$ cat src/rtl/mbc1_pkg.sv
// Shared types and constants for the MBC1 cartridge mapper.
// Holds the write-filter state enum, the A[15:13] register-region codes
// and the RAM-enable key value.
package mbc1_pkg;

  // Write-strobe filter states
  typedef enum logic [1:0] {
    IDLE,
    LOW,
    ARMED,
    COMMIT
  } wr_state_e;

  // Register regions, decoded from A[15:13]
  localparam logic [2:0] REG_RAMEN   = 3'b000;  // 0000-1FFF
  localparam logic [2:0] REG_ROMBANK = 3'b001;  // 2000-3FFF
  localparam logic [2:0] REG_BANKHI  = 3'b010;  // 4000-5FFF
  localparam logic [2:0] REG_MODE    = 3'b011;  // 6000-7FFF
  localparam logic [2:0] REG_XRAM    = 3'b101;  // A000-BFFF

  // Low nibble that enables external RAM
  localparam logic [3:0] RAM_EN_KEY = 4'hA;

endpackage

$ cat src/rtl/wr_strobe_filter.sv
// Synchronizes the raw active-low cartridge write strobe and filters out
// short glitches. A strobe that stays low for at least MIN_LOW synchronized
// cycles produces exactly one single-cycle commit pulse on its release.
// Ports:
//   clk, reset : system clock, synchronous active-high reset
//   bus_nwr    : raw asynchronous write strobe (active low)
//   commit     : registered one-cycle pulse, high while the filter is in COMMIT
module wr_strobe_filter
  import mbc1_pkg::*;
#(
  parameter int unsigned SYNC_STAGES = 3,
  parameter int unsigned MIN_LOW     = 4
) (
  input  logic clk,
  input  logic reset,
  input  logic bus_nwr,
  output logic commit
);

  localparam int unsigned CNT_W = $clog2(MIN_LOW + 1);

  logic [SYNC_STAGES-1:0] sync;
  logic                   strobe;
  wr_state_e              state;
  logic [CNT_W-1:0]       low_cnt;

  assign strobe = sync[SYNC_STAGES-1];

  // Synchronizer chain and filter FSM; low_cnt counts synchronized-low cycles
  always_ff @(posedge clk) begin
    if (reset) begin
      sync    <= '1;
      state   <= IDLE;
      low_cnt <= '0;
      commit  <= 1'b0;
    end else begin
      sync   <= {sync[SYNC_STAGES-2:0], bus_nwr};
      commit <= 1'b0;
      case (state)
        IDLE: begin
          if (!strobe) begin
            state   <= LOW;
            low_cnt <= CNT_W'(1);
          end
        end
        LOW: begin
          if (strobe) begin
            // Released too early: discard as a glitch
            state   <= IDLE;
            low_cnt <= '0;
          end else if (low_cnt >= CNT_W'(MIN_LOW - 1)) begin
            // This cycle is the MIN_LOW-th low sample
            state   <= ARMED;
            low_cnt <= CNT_W'(MIN_LOW);
          end else begin
            low_cnt <= low_cnt + CNT_W'(1);
          end
        end
        ARMED: begin
          // Holds here for as long as the strobe stays low
          if (strobe) begin
            state   <= COMMIT;
            commit  <= 1'b1;
            low_cnt <= '0;
          end
        end
        COMMIT: begin
          if (!strobe) begin
            state   <= LOW;
            low_cnt <= CNT_W'(1);
          end else begin
            state   <= IDLE;
          end
        end
        default: begin
          state   <= IDLE;
          low_cnt <= '0;
        end
      endcase
    end
  end

endmodule

$ cat src/rtl/mbc1_mapper.sv
// MBC1 cartridge memory bank controller.
// Decodes filtered bus writes into the bank/mode/RAM-enable registers and
// maps CPU addresses to ROM and external-RAM byte addresses.
// Ports:
//   clk, reset : system clock, synchronous active-high reset
//   bus_A_s    : synchronized cartridge address
//   bus_D_in_s : synchronized cartridge write data
//   bus_nWR    : raw asynchronous write strobe (active low)
//   rom_addr   : registered mapped ROM byte address
//   ram_addr   : registered mapped external-RAM byte address
//   ram_sel    : registered external-RAM select
//   ram_we     : one-cycle RAM write pulse, coincident with the commit cycle
//   rom_bank   : low ROM bank register
//   bank_mode  : banking-mode register
module mbc1_mapper
  import mbc1_pkg::*;
#(
  parameter int unsigned SYNC_STAGES = 3,
  parameter int unsigned MIN_LOW     = 4,
  parameter int unsigned ROM_ADDR_W  = 17
) (
  input  logic                  clk,
  input  logic                  reset,
  input  logic [15:0]           bus_A_s,
  input  logic [7:0]            bus_D_in_s,
  input  logic                  bus_nWR,
  output logic [ROM_ADDR_W-1:0] rom_addr,
  output logic [14:0]           ram_addr,
  output logic                  ram_sel,
  output logic                  ram_we,
  output logic [4:0]            rom_bank,
  output logic                  bank_mode
);

  logic       commit;
  logic [2:0] region;
  logic [1:0] bank_hi;
  logic       ram_en;
  logic [1:0] hi_sel;
  logic       unused_data_bits;

  assign region = bus_A_s[15:13];
  // bank_hi reaches the 0000-3FFF window and RAM only in mode 1
  assign hi_sel = bank_mode ? bank_hi : 2'b00;
  // D[7:5] carry no meaning for any MBC1 register
  assign unused_data_bits = ^bus_D_in_s[7:5];

  wr_strobe_filter #(
    .SYNC_STAGES(SYNC_STAGES),
    .MIN_LOW    (MIN_LOW)
  ) u_wr_filter (
    .clk    (clk),
    .reset  (reset),
    .bus_nwr(bus_nWR),
    .commit (commit)
  );

  // Register writes, using the address/data present in the commit cycle
  always_ff @(posedge clk) begin
    if (reset) begin
      rom_bank  <= 5'd1;
      bank_hi   <= 2'b00;
      bank_mode <= 1'b0;
      ram_en    <= 1'b0;
    end else if (commit) begin
      case (region)
        REG_RAMEN:   ram_en    <= (bus_D_in_s[3:0] == RAM_EN_KEY);
        REG_ROMBANK: rom_bank  <= (bus_D_in_s[4:0] == 5'd0) ? 5'd1 : bus_D_in_s[4:0];
        REG_BANKHI:  bank_hi   <= bus_D_in_s[1:0];
        REG_MODE:    bank_mode <= bus_D_in_s[0];
        default: ;
      endcase
    end
  end

  // Address mapping, one cycle behind bus_A_s
  always_ff @(posedge clk) begin
    if (reset) begin
      rom_addr <= '0;
      ram_addr <= '0;
      ram_sel  <= 1'b0;
    end else begin
      rom_addr <= ROM_ADDR_W'(bus_A_s[14] ? {bank_hi, rom_bank, bus_A_s[13:0]}
                                          : {hi_sel, 5'b00000, bus_A_s[13:0]});
      ram_addr <= {hi_sel, bus_A_s[12:0]};
      ram_sel  <= (region == REG_XRAM) && ram_en;
    end
  end

  // RAM writes change no register; the pulse is the commit cycle itself
  assign ram_we = commit && !reset && (region == REG_XRAM) && ram_en;

endmodule

$ cat config.mk
export PLATFORM = sky130hd
export DESIGN_NAME = mbc1_mapper
export DESIGN_NICKNAME = d
export VERILOG_FILES = /design/src/rtl/mbc1_pkg.sv /design/src/rtl/wr_strobe_filter.sv /design/src/rtl/mbc1_mapper.sv
export SDC_FILE = /design/constraint.sdc
export NUM_CORES = 1
export LEC_CHECK = 0
export ABC_CLOCK_PERIOD_IN_PS = 1400
export BUFFER_PORTS_ARGS = -buffer_cell sky130_fd_sc_hd__buf_2
export CAP_MARGIN = 20
export CELL_PAD_IN_SITES_DETAIL_PLACEMENT = 1
export CELL_PAD_IN_SITES_GLOBAL_PLACEMENT = 1
export CORE_ASPECT_RATIO = 0.6
export CORE_MARGIN = 4
export CORE_UTILIZATION = 32
export CTS_BUF_LIST = sky130_fd_sc_hd__clkbuf_4 sky130_fd_sc_hd__clkbuf_8
export DETAILED_ROUTE_END_ITERATION = 7
export PLACE_DENSITY = 0.83
export SLEW_MARGIN = 40
export SYNTH_ARGS = -nofsm -noshare
export SYNTH_HDL_FRONTEND = slang
export SYNTH_SLANG_ARGS = --single-unit
$ cat constraint.sdc
create_clock -name clk -period 1.4 [get_ports clk]
set_input_delay 0.21 -clock clk [delete_from_list [all_inputs] [get_ports clk]]
set_output_delay 0.21 -clock clk [all_outputs]
set_load 0.02 [all_outputs]
==> out/qor.yml, run 1 <==
outcome: "completed"
dieArea_um2: 5945
postSynthCellCount: 145
htree_levels: 2
endpoint: "u_wr_filter.state[0]"
final_hold_viol_count: 0
fill_cells: 548
r2r_cells: 5
ys.flop_type: "dfxtp_1"
fp.coreArea_um2: 4564
fin_skew_ns: 0.009018
clock_latency_ns: 0.29
critPathKind: "reg -> reg"
max_freq_ghz: 0.7184
dpl.hpwl_mm: 2.714
start_util_pct: 33.25
worst_setup_path_start_kind: "flip-flop"
grt_pass1_vias: 1188
syn_nets: 179
rows: 19
drc: 0
chipHeight_um: 61.35
synth_largest_area_cell: "dfxtp_1"
crit_path_top_delay_cell: "dfxtp_2"
max-cap-violations: 0
ir_drop_mv: 0.4059
ys_types: 35
min_period_over_period_pct: 99.42
crit_path_end_kind: "flip-flop"
hold_class: "in -> reg"
routed_wl_mm: 3.701
drive_gt1_share_pct: 43.69
r2r_slack_ns: 0.008
wl_per_cell_um: 13.76
port_buffers: 63
finalSetupViolCount: 0
syn_to_final_growth_pct: 30.92
utilization_pct: 43.53
finalNetCount: 240
clkTransAtPathRegs_ns: 0.07
yosysSeqAreaShare_pct: 50.12
syn_area_um2: 1518
stdcell_count: 269
antenna_found_initial: 0
drt_iter0_drc: 38
first_pass_iters: 4
routed-via-count: 1202
grt_pass1_wl_mm: 5.796
grt_max_degree: 36
synth_async_sr_flop_share_pct: 0
synth_warnings: 0
detail-route-antenna-nets: 0
maxSlewHeadroom_pct: 77.27
cp_common_cell: "ha_4"
cts_tree: "built"
cpPeakStageDelay_ns: 0.34
crit_chain: "ha_4 -> ha_4 -> a211o_1 -> o21ai_0 -> o2bb2ai_1"
power_leakage_nw: 0.9279
synthTopCellsByArea: "dfxtp_1 50%, buf_4 6.9%, nor2b_1 6.6%"
powerDensity_nw_per_um2: 1090
post-place-cells: 260
drv_slew: 0
synth_edf_count: 0
yosysMostFrequentCell: "dfxtp_1"
arrival_ns: 1.57
seq_area_um2: 768.2
viasPerCell: 4.468
synth-seq-cells: 38
track_usage_pct: 12.67
path_max_fanout: 4
syn_area_per_cell_um2: 10.47
die_x_um: 96.91
reg2reg_to: "u_wr_filter.state[0]"
rsz0062_at_grt: "true"
period_needed_ns: 1.392
clockRootBuffer: "clkbuf_8"
synth_top_area_share_pct: 50.12
cts_buffer_depth: 2
multi_input_area_um2: 666.9
grt_overflow: 0
cp.required_ns: 1.58
numCtsBuffers: 5
final.setup.tns_ns: 0
gp_congestion: 0.7572
synth_common_cells: "38 x dfxtp_1, 16 x nor2b_1, 14 x buf_4"
regToRegStartpoint: "u_wr_filter.low_cnt[0]"
critPathLaunch: "u_wr_filter.low_cnt[0]"
ios: 67
total_power_mw: 2.166
clkSinkCount: 38
tightest_slew_ns: 0.3409
antennaDiodeCount: 0
critical path: cells and delay by family, from the launching register on:
kind,cells,cell delay [ns]
AO/OA/AOI/OAI,3,0.63
adder cells (fa/ha/maj),2,0.31
flip-flops,1,0.34
timing repair:
action,in CTS,in global routing
resized for setup,1,12
cloned,0,0
endpoints found under the setup margin,3,4
pin swaps,2,4
hold endpoints to repair,0,0
setup buffers,0,2
hold buffers,0,0
how the worst min path moves through the flow:
stage | start | end | slack, ns | cells after the start
5_1_grt | bus_nWR | u_wr_filter.sync[0] | 0.09 | 2
2_1_floorplan | reset | rom_addr[0] | 0.28 | 1
6_report | bus_nWR | u_wr_filter.sync[0] | 0.1 | 2
3_3_place_gp | u_wr_filter.sync[0] | u_wr_filter.sync[1] | 0.39 | 1
3_5_place_dp | u_wr_filter.sync[0] | u_wr_filter.sync[1] | 0.39 | 1
4_1_cts | bus_nWR | u_wr_filter.sync[0] | 0.08 | 2
flip-flops by register name, summed over array words and instances, names as in the netlist, named ones only:
name                 flops
bank_hi                  2
bank_mode                1
ram_addr                 2
ram_en                   1
ram_sel                  1
rom_addr                17
rom_bank                 5
u_wr_filter.commit       1
u_wr_filter.low_cnt      3
u_wr_filter.state        1
u_wr_filter.sync         3
layout make-up:
type,instances,area share [%]
Inverter,5,0.9446
Clock buffer,5,3.463
Tap cell,63,3.967
Multi-Input combinational cell,85,33.56
Clock inverter,2,0.5038
Sequential cell,38,38.66
Timing Repair Buffer,71,18.89
per-stage QoR:
step,area (µm²),worst slack [ns],hold slack [ns]
floorplan,1518,0.04835,0.2816
global route,1987,-0.06162,0.09388
global placement,1841,0.03193,0.3883
finish,1987,0.008114,0.09741
detailed placement,1841,-0.07632,0.3909
CTS,1921,0.005306,0.08412
power breakdown:
part / switching (mW) / internal, mW
sequential: 0.0154 / 1.11
combinational: 0.185 / 0.137
clock: 0.378 / 0.334
placed cells by master, fill, tap and decap left out, types with 4 or more instances in the layout:
cell / netlist / layout
or2_1: 4 / 4
and2_1: 4 / 4
dfxtp_1: 38 / 34
buf_4: 14 / 8
inv_1: 5 / 5
clkbuf_8: 0 / 5
nor2_1: 12 / 12
nor2b_1: 16 / 16
mux2i_1: 8 / 8
buf_2: 0 / 63
metal layers:
metal	wire length, µm	GRT usage (%)
met2	1670	19.41
met1	1725	15.97
met4	45	6.000
met3	259	5.090
met5	0	0
kinds of logic after synthesis:
family                   after synthesis  synth area share, %
AND/OR/NAND/NOR                       55                22.84
adder cells (fa/ha/maj)                7                5.771
AO/OA/AOI/OAI                         14                6.184
multiplexers                           9                6.183
flip-flops                            38                50.12
buffers and inverters                 22                8.904
(Power assumes the default switching activity.)
==> run 2, diff against run 1 <==
==> constraint.sdc (replaced) <==
create_clock -name clk -period 1.4 [get_ports clk]
set_input_delay 0.07 -clock clk [delete_from_list [all_inputs] [get_ports clk]]
set_output_delay 0.07 -clock clk [all_outputs]
set_load 0.02 [all_outputs]
==> run 2 against run 1 <==
Register-to-register slack better by 0.02 ns; critical path depth did not move; routed wire length rose by 2.3%; combinational power up 4%; setup slack improved by 0.018 ns; cell count grew 2.6%; clock power about the same; global-route usage grew 0.58 points; core utilization rose by 1.5 points; highest routed layer unchanged.
==> out/qor.yml, run 2 (synthesis gave the netlist of run 1 again) <==
crit_buf_inv: 0  # unchanged
worst_setup_path_start_kind: "flip-flop"  # unchanged
top_register: "rom_addr"  # unchanged
port_buffers: 63  # unchanged
internal-power_mw: 1.595  # was 1.587 mW
htree_levels: 2  # unchanged
hold_class: "in -> reg"  # unchanged
drive_gt1_share_pct: 40.85  # was 43.69%
chipHeight_um: 61.35  # unchanged
dpl.hpwl_mm: 2.840  # was 2.714 mm
routed_wl_mm: 3.785  # was 3.701 mm
grt_pass1_vias: 1218  # was 1188
fp.coreArea_um2: 4564  # unchanged
clkSinkCount: 38  # unchanged
min_from: "bus_A_s[5]"  # was bus_nWR
reg2reg_to: "u_wr_filter.low_cnt[2]"  # was u_wr_filter.state[0]
reg.largest.list: "rom_addr: 17 flops, rom_bank: 5 flops"  # unchanged
gp_congestion: 0.7451  # was 0.7572
wl_per_cell_um: 13.71  # was 13.76 µm
critPathKind: "reg -> reg"  # unchanged
drc: 0  # unchanged
cp.required_ns: 1.57  # was 1.58 ns
cts_setup_buffers: 0  # unchanged
cpLargestDelayFamily: "compound AO/OA/AOI/OAI gates"  # unchanged
first_pass_iters: 4  # unchanged
track_usage_pct: 13.24  # was 12.67%
power_switching_mw: 0.5825  # was 0.5788 mW
finalSetupViolCount: 0  # unchanged
grt_overflow: 0  # unchanged
cts_buffer_depth: 2  # unchanged
clock_latency_ns: 0.29  # about the same
grt_max_degree: 36  # unchanged
clockRootBuffer: "clkbuf_8"  # unchanged
power_frac_comb_pct: 15.4  # was 14.9%
tightest_slew_ns: 0.3406  # was 0.3409 ns
ios: 67  # unchanged
r2r_cells: 5  # unchanged
outcome: "completed"  # unchanged
hold_path_end: "rom_addr[5]"  # was u_wr_filter.sync[0]
whs_path_depth: 2  # unchanged
rsz0062_at_grt: "true"  # unchanged
final_hold_viol_count: 0  # unchanged
start_util_pct: 33.25  # unchanged
arrival_ns: 1.54  # was 1.57 ns
clkTransAtPathRegs_ns: 0.07  # about the same
detail-route-antenna-nets: 0  # unchanged
fin_skew_ns: 0.006502  # was 0.009018 ns
p_sw_share_pct: 26.75  # was 26.73%
viasPerCell: 4.533  # was 4.468
antenna_found_initial: 0  # unchanged
routed-via-count: 1251  # was 1202
max-cap-violations: 0  # unchanged
r2r_slack_ns: 0.03  # was 0.008 ns
power_frac_seq_pct: 52.0  # was 52.2%
finalNetCount: 247  # was 240
min_period_over_period_pct: 98.14  # was 99.42%
antennaDiodeCount: 0  # unchanged
max_freq_ghz: 0.7278  # was 0.7184 GHz
crit_chain: "ha_4 -> ha_4 -> a211o_1 -> o211ai_1 -> a21oi_1"  # was ha_4 -> ha_4 -> a211o_1 -> o21ai_0 -> o2bb2ai_1
cp_common_cell: "ha_4"  # unchanged
layout_common_cells: "63 x buf_2, 36 x dfxtp_1, 16 x nor2b_1"  # was 63 x buf_2, 34 x dfxtp_1, 16 x nor2b_1
rows: 19  # unchanged
maxSlewHeadroom_pct: 77.29  # was 77.27%
dieArea_um2: 5945  # unchanged
crit_path_end_kind: "flip-flop"  # unchanged
path_max_fanout: 4  # unchanged
power_frac_clock_pct: 32.6  # was 32.9%
final.setup.tns_ns: 0  # unchanged
drv_slew: 0  # unchanged
period_needed_ns: 1.374  # was 1.392 ns
power_leakage_nw: 0.9571  # was 0.9279 nW
numCtsBuffers: 5  # unchanged
powerDensity_nw_per_um2: 1060  # was 1090 nW/µm²
pre_cts_slack_ns: -0.04360  # was -0.07632 ns
crit_path_top_delay_cell: "dfxtp_2"  # unchanged
grt_pass1_wl_mm: 6.030  # was 5.796 mm
die_x_um: 96.91  # unchanged
total_power_mw: 2.178  # was 2.166 mW
cpPeakStageDelay_ns: 0.34  # about the same
largest_reg_flops: 17  # unchanged
syn_to_final_growth_pct: 35.37  # was 30.92%
layout_setup_ws_ns: 0.02608  # was 0.008114 ns
ir_drop_mv: 0.5001  # was 0.4059 mV
final_common_cell: "buf_2"  # unchanged
drt_iter0_drc: 27  # was 38
cts_tree: "built"  # unchanged
regToRegStartpoint: "u_wr_filter.low_cnt[1]"  # was u_wr_filter.low_cnt[0]
## run 2: timing repair
| action | in CTS | in global routing |
|---|---|---|
| hold buffers | 7 | 1 |
| gates resized for setup | 5 | 6 |
| setup endpoints to repair | 3 | 3 |
| endpoints found under the hold margin | 7 | 1 |
| pin swaps | 2 | 6 |
## run 2: area by class of cell
| type | count | area, µm² |
|---|---|---|
| multi-input combinational | 85 | 666.9 |
| clock buffer | 5 | 68.82 |
| sequential | 38 | 763.2 |
| tap | 63 | 78.83 |
| clock inverter | 2 | 10.01 |
| timing repair buffer | 78 | 447.9 |
| fill | 550 | 2510 |
| inverter | 5 | 18.77 |
## run 2: worst max-delay path by stage
| stage | startpoint | end | slack, ns | cells past startpoint |
|---|---|---|---|---|
| after floorplan | u_wr_filter.low_cnt[0] | u_wr_filter.low_cnt[2] | 0.05 | 5 |
| after global placement | u_wr_filter.low_cnt[0] | u_wr_filter.low_cnt[2] | 0.04 | 5 |
| after detailed placement | u_wr_filter.low_cnt[0] | u_wr_filter.state[0] | -0.04 | 5 |
| after CTS | u_wr_filter.low_cnt[0] | u_wr_filter.low_cnt[2] | 0.002 | 5 |
| after global routing | u_wr_filter.low_cnt[0] | u_wr_filter.low_cnt[2] | -0.02 | 5 |
| final | u_wr_filter.low_cnt[1] | u_wr_filter.low_cnt[2] | 0.03 | 5 |
## run 2: worst register-to-register path, stage by stage, from the launching register on
cell and delay, ns:
dfxtp_2 0.34, ha_4 0.16, ha_4 0.16, a211o_1 0.33, o211ai_1 0.18, a21oi_1 0.09
## run 2: per-layer routing
layer	part of all wire (%)	GRT usage (%)	vias to the layer above
met3	7.4	5.430	5
met2	47	21.47	46
met4	1.0	4.800	0
met5	0	0	-
met1	44	16.32	592
li1	-	-	608
## run 2: metrics by stage
stage | area, µm² | instances | util (%) | hold WS (ns)
after floorplan | 1518 | 145 | - | 0.1416
after global placement | 1848 | 261 | 40.49 | 0.2483
after detailed placement | 1848 | 261 | 40.49 | 0.2533
after CTS | 2017 | 275 | 44.19 | 0.001110
after global routing | 2054 | 276 | 45.01 | 0.01051
final | 2054 | 276 | 45.01 | 0.005150
## run 2: power by group through the flow
stage | Clock (mW) | Sequential [mW] | Combinational, mW
finish | 0.710 | 1.13 | 0.336
global route | 0.779 | 1.14 | 0.370
CTS | 0.732 | 1.13 | 0.330
detailed placement | 0 | 1.16 | 0.303
global placement | 0 | 1.15 | 0.288
floorplan | 0 | 1.19 | 0.158
==> run 3, diff against run 2 <==
Settings changed: ABC_CLOCK_PERIOD_IN_PS 1400 to 1200.
Clock period 1.4 ns to 1.2 ns, I/O delays scaled along.
==> run 3 against run 2 <==
First-iteration DRC count up 85%; critical path depth unchanged; clock skew up 0.0017 ns; core utilization up 4.2 points; sequential cell count unchanged; global-route usage up 0.93 points; routed wire length up 15%; combinational power up 43%; the run now ends with setup timing left; non-clock buffer count up 11.
==> out/qor.yml, run 3 (synthesis gave the netlist of run 1 again) <==
worst_setup_path_start_kind: "flip-flop"  # unchanged
grt_pass1_wl_mm: 6.403  # was 6.030 mm
arrival_ns: 1.53  # was 1.54 ns
cts_buffer_depth: 2  # unchanged
antennaDiodeCount: 0  # unchanged
wl_per_cell_um: 15.11  # was 13.71 µm
fill_cells: 529  # was 550
globalRouteMet2Util_pct: 22.45  # was 21.47%
grt_pass1_vias: 1257  # was 1218
cp.required_ns: 1.37  # was 1.57 ns
largest_reg_flops: 17  # unchanged
start_util_pct: 33.25  # unchanged
busiest_layer: "met2"  # unchanged
tightest_slew_ns: 0.3918  # was 0.3406 ns
reg.largest.list: "rom_addr: 17 flops, rom_bank: 5 flops"  # unchanged
die_x_um: 96.91  # unchanged
htree_levels: 2  # unchanged
finalSetupViolCount: 4  # was 0
max-cap-violations: 0  # unchanged
fp.coreArea_um2: 4564  # unchanged
violations: "setup timing"
routed-via-count: 1302  # was 1251
top_register: "rom_addr"  # unchanged
maxSlewHeadroom_pct: 73.52  # was 77.29%
cts_tree: "built"  # unchanged
track_usage_pct: 14.17  # was 13.24%
layout_common_cells: "62 x buf_2, 33 x dfxtp_1, 16 x nor2b_1"  # was 63 x buf_2, 36 x dfxtp_1, 16 x nor2b_1
rsz0062_at_grt: "true"  # unchanged
max_freq_ghz: 0.7362  # was 0.7278 GHz
grt_max_degree: 36  # unchanged
critPathLaunch: "u_wr_filter.low_cnt[0]"  # was u_wr_filter.low_cnt[1]
drt_iter0_drc: 50  # was 27
period_needed_ns: 1.358  # was 1.374 ns
clkTransAtPathRegs_ns: 0.08  # was 0.07 ns
routed_wl_mm: 4.352  # was 3.785 mm
min_from: "bus_D_in_s[4]"  # was bus_A_s[5]
gp_congestion: 0.7958  # was 0.7451
final_hold_viol_count: 0  # unchanged
regToRegStartpoint: "u_wr_filter.low_cnt[0]"  # was u_wr_filter.low_cnt[1]
finalNetCount: 258  # was 247
clock_latency_ns: 0.29  # about the same
critPathKind: "reg -> reg"  # unchanged
place_area_um2: 1893  # was 1848 µm²
grtUsageMet1_pct: 17.76  # was 16.32%
antenna_found_initial: 0  # unchanged
dpl.hpwl_mm: 2.845  # was 2.840 mm
grt_overflow: 0  # unchanged
ir_drop_mv: 0.7840  # was 0.5001 mV
dieArea_um2: 5945  # unchanged
min_period_over_period_pct: 113.2  # was 98.14%
stdcell_area_um2: 2245  # was 2054 µm²
drc: 0  # unchanged
numCtsBuffers: 5  # unchanged
first_pass_iters: 4  # unchanged
outcome: "finished with violations"  # was completed
final_common_cell: "buf_2"  # unchanged
detail-route-antenna-nets: 0  # unchanged
drv_slew: 0  # unchanged
total_power_mw: 2.716  # was 2.178 mW
powerDensity_nw_per_um2: 1210  # was 1060 nW/µm²
path_max_fanout: 4  # unchanged
viasPerCell: 4.521  # was 4.533
power_leakage_nw: 1.018  # was 0.9571 nW
crit_path_end_kind: "flip-flop"  # unchanged
chipHeight_um: 61.35  # unchanged
port_buffers: 63  # unchanged
drive_gt1_share_pct: 46.22  # was 40.85%
hold_class: "in -> reg"  # unchanged
clkSinkCount: 38  # unchanged
rows: 19  # unchanged
layout_setup_ws_ns: -0.1583  # was 0.02608 ns
clockRootBuffer: "clkbuf_8"  # unchanged
syn_to_final_growth_pct: 47.90  # was 35.37%
ios: 67  # unchanged
grt_util_met3_pct: 5.430  # unchanged
fin_skew_ns: 0.008242  # was 0.006502 ns
[run 3: power by group]
group,switching [mW],internal [mW]
clock,0.453,0.461
combinational,0.261,0.219
sequential,0.0187,1.30
[run 3: worst paths after layout]
kind	endpoint	cells after the start	slack (ns)
worst min-delay path	rom_bank[4]	3	0.02
worst min register to register	u_wr_filter.sync[1]	1	0.41
worst max register to register	flip-flop	5	-0.16
worst max-delay path	flip-flop	5	-0.16
[run 3: final cells by class]
cell class / count / area (µm²) / area share, %
Inverter: 5 / 18.77 / 0.8361
Tap cell: 63 / 78.83 / 3.512
Clock buffer: 6 / 82.58 / 3.679
Multi-Input combinational cell: 85 / 729.5 / 32.50
Timing Repair Buffer: 89 / 550.5 / 24.53
Sequential cell: 38 / 772.0 / 34.39
Clock inverter: 2 / 12.51 / 0.5574
[run 3: layer usage]
metal / up-vias / routed length (µm)
met4: 0 / 89
met5: - / 0
met2: 50 / 2089
met1: 611 / 1916
met3: 10 / 257
li1: 631 / -
[run 3: metrics by stage]
step | worst slack (ns) | hold slack, ns | util (%) | instances | setup TNS, ns
2_1_floorplan | -0.05331 | 0.1316 | - | 145 | -0.08002
3_3_place_gp | -0.07430 | 0.2386 | 41.47 | 262 | -0.1788
5_1_grt | -0.1757 | 0.03844 | 49.18 | 288 | -0.6888
6_report | -0.1583 | 0.02436 | 49.18 | 288 | -0.5085
4_1_cts | -0.1145 | 0.02739 | 46.96 | 285 | -0.3285
3_5_place_dp | -0.1325 | 0.2419 | 41.47 | 262 | -0.2992
[run 3: what timing repair did]
item                       in CTS  in global routing
setup endpoints to repair       6                 10
hold endpoints to repair       15                  0
cloned                          0                  0
hold buffers                   15                  0
gates resized for setup         3                 16
buffers inserted                0                  3
pin swaps                       1                  5
[run 3: critical path, stage by stage, from the launching register on]
cell and delay [ns]:
dfxtp_2 0.34, ha_4 0.16, ha_4 0.15, a211o_4 0.30
a31oi_2 0.22, a311oi_2 0.07
